--- config.mk ---
export PLATFORM = sky130hd
export DESIGN_NAME = stack_cmd_ctrl
export DESIGN_NICKNAME = d
export VERILOG_FILES = /design/src/rtl/stack_cmd_pkg.sv /design/src/rtl/stack_rsp_slot.sv /design/src/rtl/stack_cmd_ctrl.sv
export SDC_FILE = /design/constraint.sdc
export NUM_CORES = 1
export LEC_CHECK = 0
export BUFFER_PORTS_ARGS = -buffer_cell sky130_fd_sc_hd__buf_2
export CORE_MARGIN = 2
export CORE_UTILIZATION = 42
export DETAILED_ROUTE_END_ITERATION = 7
export PLACE_DENSITY_LB_ADDON = 0.15
export SLEW_MARGIN = 0
export SYNTH_ARGS = -nofsm -noshare
export SYNTH_HDL_FRONTEND = slang
export SYNTH_HIERARCHICAL = 1
export SYNTH_SLANG_ARGS = --single-unit
export TNS_END_PERCENT = 20
--- constraint.sdc ---
create_clock -name clk -period 1.95 [get_ports clk]
set_clock_uncertainty 0.15 [all_clocks]
set_input_delay 0.0975 -clock clk [delete_from_list [all_inputs] [get_ports clk]]
set_output_delay 0.0975 -clock clk [all_outputs]
set_load 0.05 [all_outputs]
--- src/rtl/stack_cmd_pkg.sv ---
// rtl/stack_cmd_pkg.sv - op encodings, FSM states and size defaults for the stack command controller.
// ST_PK_WB exists only when STACK_CMD_CTRL_PEEK_EN is defined.
package stack_cmd_pkg;

  localparam int DATA_W_DEF = 4;
  localparam int DEPTH_DEF  = 16;

  typedef enum logic [1:0] {
    OP_PUSH = 2'b00,
    OP_CALL = 2'b01,
    OP_POP  = 2'b10,
    OP_PEEK = 2'b11
  } op_t;

  typedef enum logic [2:0] {
    ST_IDLE    = 3'd0,
    ST_PUSH    = 3'd1,
    ST_POP_DEC = 3'd2,
    ST_POP_RD  = 3'd3,
    ST_RESP    = 3'd4
`ifdef STACK_CMD_CTRL_PEEK_EN
    ,
    ST_PK_WB   = 3'd5
`endif
  } state_t;

endpackage

--- src/rtl/stack_rsp_slot.sv ---
// rtl/stack_rsp_slot.sv - single-entry response holding register.
// Loaded by the controller and cleared when the consumer takes it.
module stack_rsp_slot #(
  parameter int DATA_W = 4
) (
  input  logic              clk,
  input  logic              rst,
  input  logic              load,
  input  logic [DATA_W-1:0] load_data,
  input  logic              load_err,
  input  logic              rsp_ready,
  output logic              rsp_valid,
  output logic [DATA_W-1:0] rsp_data,
  output logic              rsp_err
);

  always_ff @(posedge clk) begin
    if (rst) begin
      rsp_valid <= 1'b0;
      rsp_data  <= '0;
      rsp_err   <= 1'b0;
    end else if (load) begin
      rsp_valid <= 1'b1;
      rsp_data  <= load_data;
      rsp_err   <= load_err;
    end else if (rsp_valid && rsp_ready) begin
      rsp_valid <= 1'b0;
      rsp_data  <= '0;
      rsp_err   <= 1'b0;
    end
  end

endmodule

--- src/rtl/stack_cmd_ctrl.sv ---
// rtl/stack_cmd_ctrl.sv - command-side sequencer for the LIFO stack, one command in flight.
// STACK_CMD_CTRL_PEEK_EN enables op 11 as PEEK; otherwise op 11 returns an error.
module stack_cmd_ctrl
  import stack_cmd_pkg::*;
#(
  parameter int DATA_W = DATA_W_DEF
) (
  input  logic              clk,
  input  logic              rst,
  input  logic              cmd_valid,
  output logic              cmd_ready,
  input  logic [1:0]        cmd_op,
  input  logic [DATA_W-1:0] cmd_data,
  input  logic [DATA_W-1:0] cmd_pc,
  output logic              rsp_valid,
  input  logic              rsp_ready,
  output logic [DATA_W-1:0] rsp_data,
  output logic              rsp_err,
  output logic              stk_reset,
  output logic              stk_push,
  output logic              stk_pop,
  output logic              stk_we,
  output logic              stk_re,
  output logic              stk_mux_sel,
  output logic [DATA_W-1:0] stk_data_a,
  output logic [DATA_W-1:0] stk_data_b,
  input  logic [DATA_W-1:0] stk_dout,
  input  logic              stk_full,
  input  logic              stk_empty
);

  state_t            state;
  op_t               op_q;
  logic [DATA_W-1:0] data_q;
  logic [DATA_W-1:0] pc_q;
  logic              accept;
  logic              is_push_op;
  logic              idle_err;
  logic              load;
  logic [DATA_W-1:0] load_data;
  logic              load_err;

  assign cmd_ready  = (state == ST_IDLE) && !rst;
  assign accept     = cmd_valid && cmd_ready;
  assign stk_reset  = rst;
  assign stk_data_a = data_q;
  assign stk_data_b = pc_q;
  assign is_push_op = (cmd_op == OP_PUSH) || (cmd_op == OP_CALL);

  // Flags are judged only here so the stack is never driven past full/empty.
  always_comb begin
    idle_err = 1'b0;
    case (cmd_op)
      OP_PUSH, OP_CALL: idle_err = stk_full;
      OP_POP:           idle_err = stk_empty;
`ifdef STACK_CMD_CTRL_PEEK_EN
      default:          idle_err = stk_empty;
`else
      default:          idle_err = 1'b1;
`endif
    endcase
  end

  always_comb begin
    load      = 1'b0;
    load_data = '0;
    load_err  = 1'b0;
    case (state)
      ST_IDLE: begin
        load     = accept && idle_err;
        load_err = accept && idle_err;
      end
      ST_PUSH: load = 1'b1;
      ST_POP_RD: begin
        if (op_q == OP_POP) begin
          load      = 1'b1;
          load_data = stk_dout;
        end
      end
`ifdef STACK_CMD_CTRL_PEEK_EN
      ST_PK_WB: begin
        load      = 1'b1;
        load_data = data_q;
      end
`endif
      default: ;
    endcase
  end

  // Stack controls are registered alongside the state they belong to.
  always_ff @(posedge clk) begin
    if (rst) begin
      state       <= ST_IDLE;
      op_q        <= OP_PUSH;
      data_q      <= '0;
      pc_q        <= '0;
      stk_push    <= 1'b0;
      stk_pop     <= 1'b0;
      stk_we      <= 1'b0;
      stk_re      <= 1'b0;
      stk_mux_sel <= 1'b0;
    end else begin
      stk_push    <= 1'b0;
      stk_pop     <= 1'b0;
      stk_we      <= 1'b0;
      stk_re      <= 1'b0;
      stk_mux_sel <= 1'b0;
      case (state)
        ST_IDLE: begin
          if (accept) begin
            op_q   <= op_t'(cmd_op);
            data_q <= cmd_data;
            pc_q   <= cmd_pc;
            if (idle_err) begin
              state <= ST_RESP;
            end else if (is_push_op) begin
              state       <= ST_PUSH;
              stk_we      <= 1'b1;
              stk_push    <= 1'b1;
              stk_mux_sel <= (cmd_op == OP_PUSH);
            end else begin
              state   <= ST_POP_DEC;
              stk_pop <= 1'b1;
            end
          end
        end
        ST_PUSH: state <= ST_RESP;
        ST_POP_DEC: begin
          state  <= ST_POP_RD;
          stk_re <= 1'b1;
        end
        ST_POP_RD: begin
`ifdef STACK_CMD_CTRL_PEEK_EN
          if (op_q == OP_PEEK) begin
            state       <= ST_PK_WB;
            data_q      <= stk_dout;
            stk_we      <= 1'b1;
            stk_push    <= 1'b1;
            stk_mux_sel <= 1'b1;
          end else begin
            state <= ST_RESP;
          end
`else
          state <= ST_RESP;
`endif
        end
`ifdef STACK_CMD_CTRL_PEEK_EN
        ST_PK_WB: state <= ST_RESP;
`endif
        ST_RESP: if (rsp_ready) state <= ST_IDLE;
        default: state <= ST_IDLE;
      endcase
    end
  end

  stack_rsp_slot #(.DATA_W(DATA_W)) u_rsp_slot (
    .clk       (clk),
    .rst       (rst),
    .load      (load),
    .load_data (load_data),
    .load_err  (load_err),
    .rsp_ready (rsp_ready),
    .rsp_valid (rsp_valid),
    .rsp_data  (rsp_data),
    .rsp_err   (rsp_err)
  );

endmodule

; ---- Word level (Yosys, flattened, before mapping)
; Index checks and enable logic that the tools add are counted.
[totals]
in_bits = 20
output_inout_bits = 21
register_bits = 23
word_cells = 57
[classes]
mux = 19
n_bitwise = 3
n_eq_ne = 9
reduce_logical = 15
[op_table]
columns = cell, count
row1 = 2-to-1 mux 4 bit, 4
row2 = case mux 3 bit (4 select lines), 1
row3 = 2-to-1 mux 3 bit, 3
row4 = 2-to-1 mux 1 bit, 8
row5 = "equality test 3 x 2 -> 1 bit, second input constant", 2
row6 = OR reduction 5 bit, 1
row7 = "equality test 2 bit, second input constant", 2
row8 = logical AND 1 bit, 4
row9 = "inequality test 2 bit, second input constant", 2
row10 = AND reduction 2 bit, 2
row11 = OR reduction 2 bit, 2
row12 = OR reduction 4 bit, 1
row13 = "equality test 3 x 1 -> 1 bit, second input constant", 1
row14 = "equality test 3 bit, second input constant", 1
row15 = zero test 3 bit, 1
row16 = NOT 1 bit, 3
row17 = case mux 1 bit (3 select lines), 1
row18 = "equality test 2 x 1 -> 1 bit, second input constant", 1
row19 = zero test 2 bit, 1
row20 = 2-to-1 mux 2 bit, 1
row21 = case mux 1 bit (2 select lines), 1
row22 = nonzero test 2 bit, 1
row23 = zero test 1 bit, 1
row24 = logical OR 1 bit, 1

; ---- Logic depth before layout (Yosys ltp)
[logic_depth]
ltp_word = 6
mapped_depth = 8
ltp_nobuf = 5

; ---- Hierarchy
; Netlist, hierarchy kept.
[modules_own_cells]
columns = mod, area_each_um2, seq_area_each_um2, n_inst, cells_per_inst
row1 = stack_cmd_ctrl, 780.7, 340.3, 1, 73
row2 = stack_rsp_slot, 225.2, 120.1, 1, 26

; ---- Worst setup path before layout
; Ideal clock, no wire load.
[synth_timing]
kind = register -> register
startpoint = register state[2]
endpoint = register u_rsp_slot.rsp_data[0]
arrival_time_ps = 1862
period_less_slack_ps = 2130
setup_slack_ps = -180
path_buffers = 3
setup_time_ps = 119
path_stages_with_launch = 9
t_required_ps = 1681
cell_sequence = dfxtp_1 or3_4 or3_1 buf_6 buf_12 o221ai_1 buf_4 nand3b_1 a21oi_1
[synth_between]
elab_chain_len = 6
elab_cells_between_ends = 10
cone_classes = eq/ne: 2 / mux: 3 / reduce/logical: 5
[synth_rtl]
columns = item, line_no
row1 = "start, declared", stack_cmd_ctrl.sv:32  ; state_t state;
row2 = "start signal, assigned", stack_cmd_ctrl.sv:93  ; state <= ST_IDLE;
row3 = "start signal, assigned", stack_cmd_ctrl.sv:115  ; state <= ST_RESP;
row4 = "start signal, assigned", stack_cmd_ctrl.sv:117  ; state <= ST_PUSH;
row5 = zero test 3 bit, "stack_cmd_ctrl.sv:43, stack_cmd_ctrl.sv:68"
row6 = logical AND 1 bit, stack_cmd_ctrl.sv:43  ; assign cmd_ready = (state == ST_IDLE) && !rst;
row7 = logical AND 1 bit, stack_cmd_ctrl.sv:44  ; assign accept = cmd_valid && cmd_ready;
row8 = logical AND 1 bit, stack_cmd_ctrl.sv:70  ; load = accept && idle_err;
row9 = case mux 1 bit (3 select lines) (*), stack_cmd_ctrl.sv:68  ; case (state)
row10 = named net load, stack_cmd_ctrl.sv:39  ; logic load;
row11 = 2-to-1 mux 4 bit / nonzero test 2 bit (equally long branches), n/a
row12 = "end signal, assigned", stack_rsp_slot.sv:24  ; rsp_data <= load_data;
row13 = "end, declared", stack_rsp_slot.sv:13  ; output logic [DATA_W-1:0] rsp_data,
; The timed path passes the listed nets; every way through them passes the cells marked *.
; A chain may end at the register's enable or synchronous reset.

; ---- Final worst setup path
[layout_timing]
startpoint = input port stk_empty
endpoint = register u_rsp_slot.rsp_valid
[layout_between]
elab_chain_len = 4
elab_cells_between_ends = 5
cone_classes = mux: 3 / reduce/logical: 2
[layout_rtl]
columns = item, line_no
row1 = "start, declared", stack_cmd_ctrl.sv:29  ; input logic stk_empty
row2 = case mux 1 bit (2 select lines) (*), stack_cmd_ctrl.sv:53  ; case (cmd_op)
row3 = logical AND 1 bit (*), stack_cmd_ctrl.sv:70
row4 = case mux 1 bit (3 select lines) (*), stack_cmd_ctrl.sv:68
row5 = named net load, stack_cmd_ctrl.sv:39
row6 = 2-to-1 mux 1 bit / nonzero test 2 bit (equally long branches), n/a
row7 = "end signal, assigned", stack_rsp_slot.sv:19  ; rsp_valid <= 1'b0;
row8 = "end signal, assigned", stack_rsp_slot.sv:23  ; rsp_valid <= 1'b1;
row9 = "end signal, assigned", stack_rsp_slot.sv:27  ; rsp_valid <= 1'b0;
row10 = "end, declared", stack_rsp_slot.sv:12  ; output logic rsp_valid,
; Marks and branches as above.

==> qor.csv <==
metric,value,unit
drt-pass1-iter-count,4,
drt_iter0_markers,16,
fillers,200,
p_leak,0.677,nW
synthTopCellsByArea,"dfxtp_1, mux2_4, nor2b_1",
area_growth,48.9,%
drv_slew,0,
synth_edf_count,0,
cp.required,2.00,ns
worst_pin_slew,0.311,ns
syn_inst,99,
wl_per_cell,12.4,microns
netlist.area_leader.share,45.8,%
grt_pass1_wl,3540,microns
regArea,460,sq um
fin_crit,1.86,ns
powerDensity,675,nW/um^2
relSlewSlack,79.1,%
status,completed,
synthTopCellsByCount,"dfxtp_1, nor2b_1, a21oi_1, nand2_1, nor2_1",
syn_area,1010,sq um
final_hold_viol_count,0,
path_class,in2reg,
start_util,45.0,%
rr_worst_depth,5,
cp-end-kind,flip-flop,
final_cell_area,1500,sq um
wl_met3,74,microns
synth-seq-area-share,45.8,%
critPathArrivalTime,1.91,ns
antenna_left,0,
ys_ff_latch,23,
avgViaCountPerCell,4.85,
syn_avg_cell_area,10.2,sq um
hold_path_class,in2reg,
clk_path_buf_depth,2,
dieArea,2800,sq um
r2r_slack,0.10,ns
numCtsBuffers,3,
holdPathEnd,u_rsp_slot/rsp_data[3],
worstHoldStart,stk_dout[3],
fmax,0.538,GHz
htreeDepth,1,
num_rows,17,
num-nets-final,185,
synth_most_common_cell,dfxtp_1,
die_h,52.9,microns
syn-num-nets,119,
clock_latency,0.30,ns
dr.max_layer_used,met4,
drive_above_1_share,42.1,%
holdPathStages,4,
totalWireLength,2380,microns
synthFlopType,dfxtp_1,
peakVddDrop,468,uV
cp_max_fo,6,
clock_sinks,23,
diodes,0,
track_usage,17.2,%
placed_area,1230,sq um
period_share,95.2,%
cp-start-kind,input port,
clk_pin_slew,0.12,ns
met2_length,1170,microns
timing.rr.start,state[0],
io_pins,41,
maxCapViolations,0,
async_flop_share,0,%
synth_largest_area_cell,dfxtp_1,
cts_tree,done,
ys_warn_count,6,
worst_r2r_endpoint,u_rsp_slot/rsp_data[3],
die_x,52.9,microns
grt_remaining_overflow,0,
place_congestion,0.740,
multiInputGateArea,522,sq um
io_buffer_count,40,
grt_max_degree,23,
finalSetupViolCount,0,
dp_hpwl,1530,microns
cts_root_buf,clkbuf_4,
grt_pass1_vias,777,
antenna_found_initial,0,
rsz0062_at_grt,no,
power.total,1.01,mW
num_vias,932,
ys_types,28,
coreArea,2230,sq um
drc,0,
wl_met1,1120,microns
-- critical path, cell delays in order --
cell           delay [ns]
dlygate4sd3_1        0.53
buf_2                0.12
or3b_2               0.49
o21ai_2              0.15
o221ai_4             0.18
buf_4                0.16
a21oi_1              0.11
nor2_1               0.05
-- registers in the layout, summed over array words and instances (netlist names), 2 cells and up --
name and flops:
stk_data_a 4, stk_data_b 4, u_rsp_slot/rsp_data 4, state 3, op_q 2
-- per-stage QoR --
stage / util [%] / setup TNS [ns] / worst slack (ns) / cells / hold WS (ns)
finish: 67.1 / 0 / 0.0927 / 192 / 0.0114
global route: 67.1 / 0 / 0.00724 / 192 / 0.00148
CTS: 65.5 / 0 / 0.0370 / 190 / 0.00173
detailed placement: 55.3 / -0.0146 / -0.0118 / 167 / 0.140
global placement: 55.3 / 0 / 0.0780 / 167 / 0.138
floorplan: - / -0.754 / -0.148 / 99 / 0.0166
-- layout by cell type (no fill, tap or decap), types with 2 or more instances in the layout --
cell type and count:
a21oi_1 8, and2_1 4, buf_2 40, buf_4 6, clkbuf_4 3, dfxtp_1 23
dlygate4sd3_1 19, inv_1 2, mux2_2 4, mux2_4 5, nand2_1 7, nand3b_1 5
nor2_1 6, nor2b_1 9, nor3_1 3, nor4_1 2, or3_4 2, or4b_2 2
-- cell type report --
cell class,count,share of cell area [%]
Sequential cell,23,30.7
Timing Repair Buffer,66,29.8
Clock buffer,4,1.75
Tap cell,28,2.34
Multi-Input combinational cell,69,34.8
Inverter,2,0.501
-- how the worst max path moves through the flow --
stage	startpoint	endpoint	slack, ns	cells past startpoint
2_1_floorplan	state[0]	u_rsp_slot/rsp_data[0]	-0.15	8
3_3_place_gp	state[0]	u_rsp_slot/rsp_data[3]	0.08	5
3_5_place_dp	state[0]	u_rsp_slot/rsp_data[2]	-0.01	5
4_1_cts	stk_empty	u_rsp_slot/rsp_data[2]	0.04	7
5_1_grt	state[0]	u_rsp_slot/rsp_err	0.007	6
6_report	stk_empty	u_rsp_slot/rsp_valid	0.09	8
-- routing by layer --
| layer | global-route usage (%) | vias to the layer above |
|---|---|---|
| met4 | 7.26 | 0 |
| li1 | - | 481 |
| met5 | 0 | - |
| met3 | 3.39 | 2 |
| met2 | 27.1 | 21 |
| met1 | 22.7 | 428 |
-- power breakdown --
group	total (mW)	switching (mW)	internal, mW
sequential	0.508	0.0116	0.496
clock	0.216	0.136	0.0798
combinational	0.288	0.161	0.127
total	1.01	0.309	0.702
-- timing repair --
action                                  4_1_cts  5_1_grt
buffers inserted                              0        1
endpoints found under the setup margin        5        5
endpoints found under the hold margin        18        0
gates resized for setup                       1        4
cloned                                        0        1
hold buffers                                 19        0
pin swaps                                     0        1
-- kinds of logic after synthesis --
family / Yosys count / synth area share (%)
muxes: 9 / 11.9
and+or+nand+nor: 46 / 28.1
DFF: 23 / 45.8
buffers and inverters: 8 / 6.47
AOI/OAI and AO/OA: 13 / 7.71
(Power assumes the default switching activity.)
